## src/rtl/mem_port_arbiter_pkg.sv

```systemverilog
`default_nettype none
// ============================================================================
// Module      : mem_port_arbiter_pkg
// Description : Shared types and widths for the memory port arbiter:
//               arbiter FSM state encoding and address/data widths.
// Revision    : 1.0 - initial release
// ============================================================================
package mem_port_arbiter_pkg;

  localparam int ADDR_W = 32;
  localparam int DATA_W = 32;

  typedef enum logic [1:0] {
    IDLE   = 2'd0,
    IF_ACC = 2'd1,
    DM_B0  = 2'd2,
    DM_B1  = 2'd3
  } arb_state_e;

endpackage
`default_nettype wire

```

## src/rtl/mem_port_arbiter_beat_seq.sv

```systemverilog
`default_nettype none
// ============================================================================
// Module      : mem_beat_seq
// Description : Beat sequencer for the shared memory port. Holds the
//               registered memory address and the beat index; steps the
//               address by one word (wrapping mod 2^ADDR_W) for the second
//               beat of a double-word access.
// Revision    : 1.0 - initial release
// ============================================================================
module mem_beat_seq
  import mem_port_arbiter_pkg::*;
(
  input  logic              clk,
  input  logic              rst,
  input  logic              load_i,
  input  logic [ADDR_W-1:0] addr_i,
  input  logic              adv_i,
  input  logic              done_i,
  output logic [ADDR_W-1:0] addr_o,
  output logic              beat_o
);

  logic [ADDR_W-1:0] addr_q, addr_d;
  logic              beat_q, beat_d;

  // Next address/beat: load on grant, step on first-beat completion, clear when done.
  always_comb begin
    addr_d = addr_q;
    beat_d = beat_q;
    if (load_i) begin
      addr_d = addr_i;
      beat_d = 1'b0;
    end else if (adv_i) begin
      addr_d = addr_q + {{(ADDR_W-1){1'b0}}, 1'b1};
      beat_d = 1'b1;
    end else if (done_i) begin
      beat_d = 1'b0;
    end
  end

  // Address and beat registers, cleared asynchronously by reset.
  always_ff @(posedge clk or negedge rst) begin
    if (!rst) begin
      addr_q <= '0;
      beat_q <= 1'b0;
    end else begin
      addr_q <= addr_d;
      beat_q <= beat_d;
    end
  end

  assign addr_o = addr_q;
  assign beat_o = beat_q;

endmodule
`default_nettype wire

```

## src/rtl/mem_port_arbiter.sv

```systemverilog
`default_nettype none
// ============================================================================
// Module      : mem_port_arbiter
// Description : Arbitrates one shared single-word memory port between the
//               instruction fetch and the data port. Data wins ties; double
//               word accesses run as two back-to-back beats with the strobe
//               held continuously.
//               Optional: define MEM_ARB_ALIGN_CHK_EN to reject double-word
//               requests at odd word addresses with a dm_err pulse.
// Revision    : 1.0 - initial release
// ============================================================================
module mem_port_arbiter
  import mem_port_arbiter_pkg::*;
(
  input  logic                clk,
  input  logic                rst,
  input  logic                if_req,
  input  logic [ADDR_W-1:0]   if_addr,
  output logic [DATA_W-1:0]   if_rdata,
  output logic                if_valid,
  input  logic                dm_req,
  input  logic                dm_we,
  input  logic                dm_dbl,
  input  logic [ADDR_W-1:0]   dm_addr,
  input  logic [2*DATA_W-1:0] dm_wdata,
  output logic [2*DATA_W-1:0] dm_rdata,
  output logic                dm_valid,
  output logic [ADDR_W-1:0]   mem_addr,
  output logic [DATA_W-1:0]   mem_wdata,
  output logic                mem_read,
  output logic                mem_write,
  input  logic [DATA_W-1:0]   mem_rdata,
  input  logic                mem_ready,
  output logic                busy,
  output logic                beat,
  output logic                dm_err
);

  arb_state_e                state_q, state_d;
  logic                      we_q, we_d;
  logic                      dbl_q, dbl_d;
  logic [DATA_W-1:0]         wdata_hi_q, wdata_hi_d;
  logic [DATA_W-1:0]         lo_q, lo_d;
  logic [DATA_W-1:0]         mem_wdata_q, mem_wdata_d;
  logic                      mem_read_q, mem_read_d;
  logic                      mem_write_q, mem_write_d;
  logic [DATA_W-1:0]         if_rdata_q, if_rdata_d;
  logic [2*DATA_W-1:0]       dm_rdata_q, dm_rdata_d;
  logic                      if_valid_q, if_valid_d;
  logic                      dm_valid_q, dm_valid_d;
  logic                      dm_err_q, dm_err_d;

  logic                      seq_load, seq_adv, seq_done;
  logic [ADDR_W-1:0]         seq_addr;
  logic                      w_dm_go, w_if_go, w_misalign;

  // A requester whose valid pulse is showing is finishing, so its held req is not a new request.
  assign w_dm_go = dm_req & ~dm_valid_q;
  assign w_if_go = if_req & ~if_valid_q;

`ifdef MEM_ARB_ALIGN_CHK_EN
  assign w_misalign = dm_dbl & dm_addr[0];
`else
  assign w_misalign = 1'b0;
`endif

  mem_beat_seq u_beat_seq (
    .clk    (clk),
    .rst    (rst),
    .load_i (seq_load),
    .addr_i (seq_addr),
    .adv_i  (seq_adv),
    .done_i (seq_done),
    .addr_o (mem_addr),
    .beat_o (beat)
  );

  // Arbiter next-state, strobe, capture and pulse logic.
  always_comb begin
    state_d     = state_q;
    we_d        = we_q;
    dbl_d       = dbl_q;
    wdata_hi_d  = wdata_hi_q;
    lo_d        = lo_q;
    mem_wdata_d = mem_wdata_q;
    mem_read_d  = mem_read_q;
    mem_write_d = mem_write_q;
    if_rdata_d  = if_rdata_q;
    dm_rdata_d  = dm_rdata_q;
    if_valid_d  = 1'b0;
    dm_valid_d  = 1'b0;
    dm_err_d    = 1'b0;
    seq_load    = 1'b0;
    seq_adv     = 1'b0;
    seq_done    = 1'b0;
    seq_addr    = if_addr;
    case (state_q)
      IDLE: begin
        if (w_dm_go) begin
          we_d        = dm_we;
          dbl_d       = dm_dbl;
          wdata_hi_d  = dm_wdata[2*DATA_W-1:DATA_W];
          mem_wdata_d = dm_wdata[DATA_W-1:0];
          if (w_misalign) begin
            // Rejected without touching memory; report as a completed errored access.
            dm_err_d   = 1'b1;
            dm_valid_d = 1'b1;
          end else begin
            state_d     = DM_B0;
            seq_load    = 1'b1;
            seq_addr    = dm_addr;
            mem_read_d  = ~dm_we;
            mem_write_d = dm_we;
          end
        end else if (w_if_go) begin
          state_d     = IF_ACC;
          seq_load    = 1'b1;
          seq_addr    = if_addr;
          mem_read_d  = 1'b1;
          mem_write_d = 1'b0;
        end
      end
      IF_ACC: begin
        if (mem_ready) begin
          if_rdata_d = mem_rdata;
          if_valid_d = 1'b1;
          mem_read_d = 1'b0;
          state_d    = IDLE;
        end
      end
      DM_B0: begin
        if (mem_ready) begin
          if (dbl_q) begin
            // Strobe stays asserted; only address and write data move to the second word.
            lo_d        = mem_rdata;
            mem_wdata_d = wdata_hi_q;
            seq_adv     = 1'b1;
            state_d     = DM_B1;
          end else begin
            if (!we_q) dm_rdata_d = {{DATA_W{1'b0}}, mem_rdata};
            dm_valid_d  = 1'b1;
            mem_read_d  = 1'b0;
            mem_write_d = 1'b0;
            seq_done    = 1'b1;
            state_d     = IDLE;
          end
        end
      end
      DM_B1: begin
        if (mem_ready) begin
          if (!we_q) dm_rdata_d = {mem_rdata, lo_q};
          dm_valid_d  = 1'b1;
          mem_read_d  = 1'b0;
          mem_write_d = 1'b0;
          seq_done    = 1'b1;
          state_d     = IDLE;
        end
      end
      default: state_d = IDLE;
    endcase
  end

  // State and datapath registers; reset aborts any access in flight.
  always_ff @(posedge clk or negedge rst) begin
    if (!rst) begin
      state_q     <= IDLE;
      we_q        <= 1'b0;
      dbl_q       <= 1'b0;
      wdata_hi_q  <= '0;
      lo_q        <= '0;
      mem_wdata_q <= '0;
      mem_read_q  <= 1'b0;
      mem_write_q <= 1'b0;
      if_rdata_q  <= '0;
      dm_rdata_q  <= '0;
      if_valid_q  <= 1'b0;
      dm_valid_q  <= 1'b0;
      dm_err_q    <= 1'b0;
    end else begin
      state_q     <= state_d;
      we_q        <= we_d;
      dbl_q       <= dbl_d;
      wdata_hi_q  <= wdata_hi_d;
      lo_q        <= lo_d;
      mem_wdata_q <= mem_wdata_d;
      mem_read_q  <= mem_read_d;
      mem_write_q <= mem_write_d;
      if_rdata_q  <= if_rdata_d;
      dm_rdata_q  <= dm_rdata_d;
      if_valid_q  <= if_valid_d;
      dm_valid_q  <= dm_valid_d;
      dm_err_q    <= dm_err_d;
    end
  end

  assign mem_wdata = mem_wdata_q;
  assign mem_read  = mem_read_q;
  assign mem_write = mem_write_q;
  assign if_rdata  = if_rdata_q;
  assign if_valid  = if_valid_q;
  assign dm_rdata  = dm_rdata_q;
  assign dm_valid  = dm_valid_q;
  assign dm_err    = dm_err_q;
  assign busy      = (state_q != IDLE);

  // Requesters must keep req high while their access is in flight.
  a_if_hold: assert property (@(posedge clk) disable iff (!rst)
    (state_q == IF_ACC) |-> if_req);
  a_dm_hold: assert property (@(posedge clk) disable iff (!rst)
    ((state_q == DM_B0) || (state_q == DM_B1)) |-> dm_req);
  a_strobe_excl: assert property (@(posedge clk) disable iff (!rst)
    !(mem_read && mem_write));

endmodule
`default_nettype wire

```

## config.mk

```make
export PLATFORM = sky130hd
export DESIGN_NAME = mem_port_arbiter
export DESIGN_NICKNAME = d
export VERILOG_FILES = /design/src/rtl/mem_port_arbiter_pkg.sv /design/src/rtl/mem_port_arbiter_beat_seq.sv /design/src/rtl/mem_port_arbiter.sv
export SDC_FILE = /design/constraint.sdc
export NUM_CORES = 1
export LEC_CHECK = 0
export ABC_AREA = 1
export BUFFER_PORTS_ARGS = -buffer_cell sky130_fd_sc_hd__buf_4
export CAP_MARGIN = 20
export CORE_MARGIN = 2
export CORE_UTILIZATION = 30
export CTS_CLUSTER_DIAMETER = 50
export DETAILED_ROUTE_END_ITERATION = 8
export SYNTH_ARGS = -nofsm -noshare
export SYNTH_HDL_FRONTEND = slang
export SYNTH_SLANG_ARGS = --single-unit
```

## constraint.sdc

```tcl
create_clock -name clk -period 1.6 [get_ports clk]
set_input_delay 0 -clock clk [delete_from_list [all_inputs] [get_ports clk]]
set_output_delay 0 -clock clk [all_outputs]
set_load 0.1 [all_outputs]
```

# After elaboration in Yosys (flattened, before gate mapping)
# Cells that the tools add are included.
[totals] register_bits=233 input_bits=167 out_inout_bits=167 wordCells=91
[classes] n_addsub=1 eq_ne=12 n_mux=43 bitwise_logic=5 reduce_logical=16
[ops] op="two-way mux 64 bit" count=5
[ops] op="two-way mux 32 bit" count=7
[ops] op="one-hot mux 64 bit (2 select lines)" count=1
[ops] op="one-hot mux 32 bit (2 select lines)" count=1
[ops] op="adder 32 x 1 -> 32 bit (second input constant)" count=1
[ops] op="two-way mux 1 bit" count=20
[ops] op="inequality test 2 bit (second input constant)" count=7
[ops] op="two-way mux 2 bit" count=5
[ops] op="AND reduction 4 bit" count=2
[ops] op="nonzero test 2 bit" count=4
[ops] op="one-hot mux 1 bit (3 select lines)" count=2
[ops] op="one-hot mux 2 bit (3 select lines)" count=1
[ops] op="AND reduction 3 bit" count=2
[ops] op="AND reduction 6 bit" count=1
[ops] op="nonzero test 3 bit" count=2
[ops] op="AND reduction 5 bit" count=1
[ops] op="equality test 2 bit (second input constant)" count=2
[ops] op="AND reduction 2 bit" count=2
[ops] op="inequality test 3 bit (second input constant)" count=1
[ops] op="NOT 1 bit" count=3
[ops] op="bitwise AND 1 bit" count=2
[ops] op="equality test 2 x 1 -> 1 bit (second input constant)" count=1
[ops] op="zero test 2 bit" count=1
[ops] op="inequality test 2 x 1 -> 1 bit (second input constant)" count=1
[ops] op="2 further kinds" count=2

# Longest topological paths before layout
[logic_depth] word_depth=6 depth_mapped=11

# Hierarchy
# A second synthesis with hierarchy kept.
[hier_totals] cells_unflattened=1428 area_unflattened_um2=11116.9
[modules_own_cells] mod="mem_port_arbiter" n_inst=1 cells_per_inst=1098 area_each_um2=8818.5 seq_area_each_um2=5004.8
[modules_own_cells] mod="mem_beat_seq" n_inst=1 cells_per_inst=330 area_each_um2=2298.5 seq_area_each_um2=825.8

# Worst setup path before layout
# OpenSTA, ideal clock, no wires.
[synth_timing] kind="reg2reg" from="register u_beat_seq.addr_q[1], in the netlist u_beat_seq.addr_o[1]" to="register u_beat_seq.addr_q[30], in the netlist u_beat_seq.addr_o[30]" setup_time_ps=128 arrival_ps=2168 path_slack_ps=-695 path_stages_with_launch=11 path_buffers=0 synth_period_minus_slack_ps=2295 path_cell_list="dfrtp_1 > ha_1 > nand2_1 > nor2_1 > nand2_1 > nor2_1 > nand2_1 > nand2_1 > nand2_1 > nand2_1 > nand3_1"
[synth_between] elab_chain_len=3
[synth_lines] item="start, declared" line="mem_port_arbiter_beat_seq.sv:23" rtl="logic [ADDR_W-1:0] addr_q, addr_d;"
[synth_lines] item="start signal, assigned" line="mem_port_arbiter_beat_seq.sv:47" rtl="addr_q <= addr_d;"
[synth_lines] item="adder 32 x 1 -> 32 bit" line="mem_port_arbiter_beat_seq.sv:34" rtl="addr_d = addr_q + {{(ADDR_W-1){1'b0}}, 1'b1};"
[synth_lines] item="two-way mux 32 bit" line="mem_port_arbiter_beat_seq.sv:33" rtl="end else if (adv_i) begin"
[synth_lines] item="two-way mux 32 bit" line="mem_port_arbiter_beat_seq.sv:30" rtl="if (load_i) begin"
# No other way between the ends. The select of a mux whose other input is x is not followed.
# A chain may end at the register's enable or synchronous reset.

# Worst setup path after layout
[layout_timing] from="register state_q[0]" to="register u_beat_seq.addr_q[20], in the netlist u_beat_seq.addr_o[20]"
[layout_between] elab_chain_len=3 word_cells_on_any_way=7
[layout_lines] item="start, declared" line="mem_port_arbiter.sv:39" rtl="arb_state_e state_q, state_d;"
[layout_lines] item="start signal, assigned" line="mem_port_arbiter.sv:180" rtl="state_q <= state_d;"
[layout_lines] item="equality test 2 bit / zero test 2 bit (equally long branches)" line="mem_port_arbiter.sv:97" rtl="case (state_q)"
[layout_lines] item="two-way mux 1 bit / two-way mux 32 bit (equally long branches)" line="mem_port_arbiter.sv:97"
[layout_lines] item="nonzero test 2 bit (no line) / two-way mux 32 bit (equally long branches)"
# Several ways; a longest one is shown, not always the timed one.

==> impl_metrics.csv <==
group,metric,value,unit
outcome,status,"finished, final reports clean",
clock_network,htreeDepth,2,
clock_network,clkLatencyLatePin,0.52,ns
worst_setup_path,rr_startpoint,"state_q[0]",
grt,gr-total-overflow,0,
die,dieWidth,195.0,um
timing,finClkSkew,0.02665,ns
logic_synthesis,yosysTopAreaCell,"dfrtp_1",
worst_setup_path,rr_worst_depth,8,
timing,rsz0062_at_grt,"true",
worst_setup_path,crit_type,"reg -> reg",
placed_design,port_buffers,332,
final_layout,fin_util,50.63,%
logic_synthesis,yosys_most_used_dff,"dfrtp_1",
route,vias,11640,
worst_setup_path,r2r_setup_slack,0.02,ns
logic_synthesis,synthAdderAreaFrac,0.1143,%
min_path,hold_path_end,"u_beat_seq.addr_o[23]",
logic_synthesis,synth_fp_nets,1556,
logic_synthesis,ys_ff_latch,233,
logic_synthesis,async_reset_ff_share,100.0,%
logic_synthesis,synth.area.top_cells,"dfrtp_1, nand2_1, o21ai_0",
grt,grt_pass1_wl,62290,um
die,boundaryPins,334,
timing,hold_viol_final,0,
die,start_util,30.63,%
logic_synthesis,synth_top_cell_area_share,53.26,%
logic_synthesis,synth.most_common_cell,"nand2_1",
grt,grt_use_total,20.36,%
grt,grt_max_degree,66,
route,drtIter0Drc,646,
route,ant_nets,0,
logic_synthesis,syn_area,10950,um2
clock_network,cts_tree,"built",
worst_setup_path,r2r-end,"u_beat_seq.addr_o[20]",
clock_network,clock_tree.root_cell,"clkbuf_16",
logic_synthesis,netlist_instances,1388,
placed_design,gp_congestion,0.8707,
final_layout,synthToLayoutAreaGrowth,65.31,%
die,die_area,38030,um2
grt,antenna_found_initial,0,
logic_synthesis,synthXorXnorAreaFrac,0.2400,%
placed_design,placed_area,14530,um2
die,rows,69,
placed_design,dp_hpwl,26120,um
worst_setup_path,cp_max_fo,5,
logic_synthesis,muxShareOfSynthArea,0,%
route,drt-total-wl,41310,um
clock_network,numClockSinks,233,
worst_setup_path,endpoint_kind,"register",
timing,min_period,1.582,ns
die,fp.coreArea,35740,um2
logic_synthesis,synth_top_family_by_area,"simple AND/OR/NAND/NOR gates",
route,drc_errors,0,
logic_synthesis,synth-simple-area-share,26.84,%
min_path,min-delay-path-class,"in -> reg",
final_layout,diodes,0,
logic_synthesis,seq_area_frac_synth,53.26,%
logic_synthesis,synth_compound_area_share,13.35,%
timing,fin_tns_setup,0,ns
route,viasPerCell,4.812,
min_path,holdCritStartpoint,"dm_addr[23]",
route,firstDrtPassIters,5,
final_layout,fin_area,18100,um2
die,die_h,195.0,um
final_layout,drive_above_1_share,29.52,%
run,cap_violations,0,
clock_network,cts.path.max_buffers,3,
logic_synthesis,ys_types,33,
worst_setup_path,startpoint_type,"register",
timing,min_period_over_period,98.86,%
timing,fmax,0.6322,GHz
placed_design,dp_cells,2158,
timing,setup_viol,0,
logic_synthesis,ys_warn_count,0,
worst_setup_path,crit_required,1.99,ns
logic_synthesis,postSynthAreaPerCell,7.887,um2
grt,grt_pass1_vias,11534,
min_path,hold_path_depth,7,
final_layout,final_cells,2419,
worst_setup_path,crit_arrival,1.97,ns
logic_synthesis,synth_edf_count,0,
clock_network,cts_inserted_buffers,36,
timing,slew_viol_final,0,
logic_synthesis,synth_common_cells,"nand2_1, dfrtp_1, o21ai_0, nor2_1, nand3_1",
clock_network,clk_pin_slew_worst_paths,0.05,ns
final_layout,fin_nets,2099,
route,wl_per_cell,17.08,um
[flip-flops by register name (all words and copies together), names as in the netlist]
name	count
we_q	1
mem_read	1
dm_valid	1
if_rdata	32
lo_q	32
dbl_q	1
state_q	2
wdata_hi_q	32
mem_wdata	32
if_valid	1
u_beat_seq.beat_o	1
dm_rdata	64
mem_write	1
u_beat_seq.addr_o	32
[final cells by class]
type                    count  area [um2]
fillers                  3269       17650
flip-flops and latches    233        5917
repair buffers            584        5380
multi-input cells         995        4696
clock buffers              49       989.7
well taps                 461       576.8
inverters                  81       334.1
clock inverters            16       202.7
[worst max path at each step]
stage | slack (ns) | endpoint | start
after CTS | 0.007 | dm_rdata[23] | state_q[1]
after global routing | -0.06 | u_beat_seq.addr_o[9] | state_q[0]
after global placement | 0.04 | u_beat_seq.addr_o[31] | u_beat_seq.addr_o[2]
after floorplan | -0.03 | u_beat_seq.addr_o[30] | u_beat_seq.addr_o[1]
after detailed placement | -0.01 | mem_wdata[1] | state_q[1]
final | 0.02 | u_beat_seq.addr_o[20] | state_q[0]
[layout by cell type (no fill, tap or decap), types with 9 or more instances in the layout]
cell type and n:
a21oi_1 18, a31oi_1 34, buf_12 24, buf_4 377, clkbuf_1 9, clkbuf_16 50, dfrtp_1 198, dfrtp_2 18
dfrtp_4 17, dlygate4sd3_1 163, inv_1 71, nand2_1 475, nand3_1 70, nor2_1 123, nor2_2 9, nor2_4 15
o21a_1 32, o21ai_0 143, o21ai_1 18
[routing by layer]
| metal | global-route usage [%] | wire length (um) | up-vias |
|---|---|---|---|
| li1 | - | - | 5564 |
| met1 | 26.76 | 17580 | 5520 |
| met2 | 32.86 | 19240 | 480 |
| met3 | 5.423 | 3522 | 76 |
| met4 | 6.220 | 963 | 0 |
| met5 | 0 | 0 | - |
[through the flow]
step	hold WS, ns	setup WS [ns]
2_1_floorplan	-0.2956	-0.02849
3_3_place_gp	-0.03423	0.03643
3_5_place_dp	-0.03065	-0.01241
4_1_cts	0.004434	0.007241
5_1_grt	0.03291	-0.05641
6_report	0.004343	0.01816
[worst max-delay path, stage by stage (launching register included)]
cell     delay, ns
dfrtp_2       0.46
nor2_4        0.16
inv_4         0.06
nor2_8        0.15
buf_4         0.14
nor2_4        0.04
buf_4         0.14
a21oi_1       0.20
a21oi_1       0.10
[cell families (layout without fill, tap and decap cells)]
| family | after synthesis | in the layout |
|---|---|---|
| AO/OA/AOI/OAI | 262 | 262 |
| flip-flops | 233 | 233 |
| XOR/XNOR | 3 | 3 |
| AND/OR/NAND/NOR | 728 | 728 |
| buffers and inverters | 160 | 730 |
| other | 1 | 1 |
| adder cells (fa/ha/maj) | 1 | 1 |
[what timing repair did]
| item | in CTS | in global routing |
|---|---|---|
| setup buffers | 0 | 18 |
| cloned | 0 | 15 |
| setup endpoints to repair | 7 | 142 |
| hold buffers | 163 | 0 |
| hold endpoints to repair | 463 | 0 |
| pin swaps | 0 | 27 |
| gates resized for setup | 3 | 65 |
Power is not shown: default switching activity piles up to over one toggle a cycle in this logic, so the estimate is an artifact.
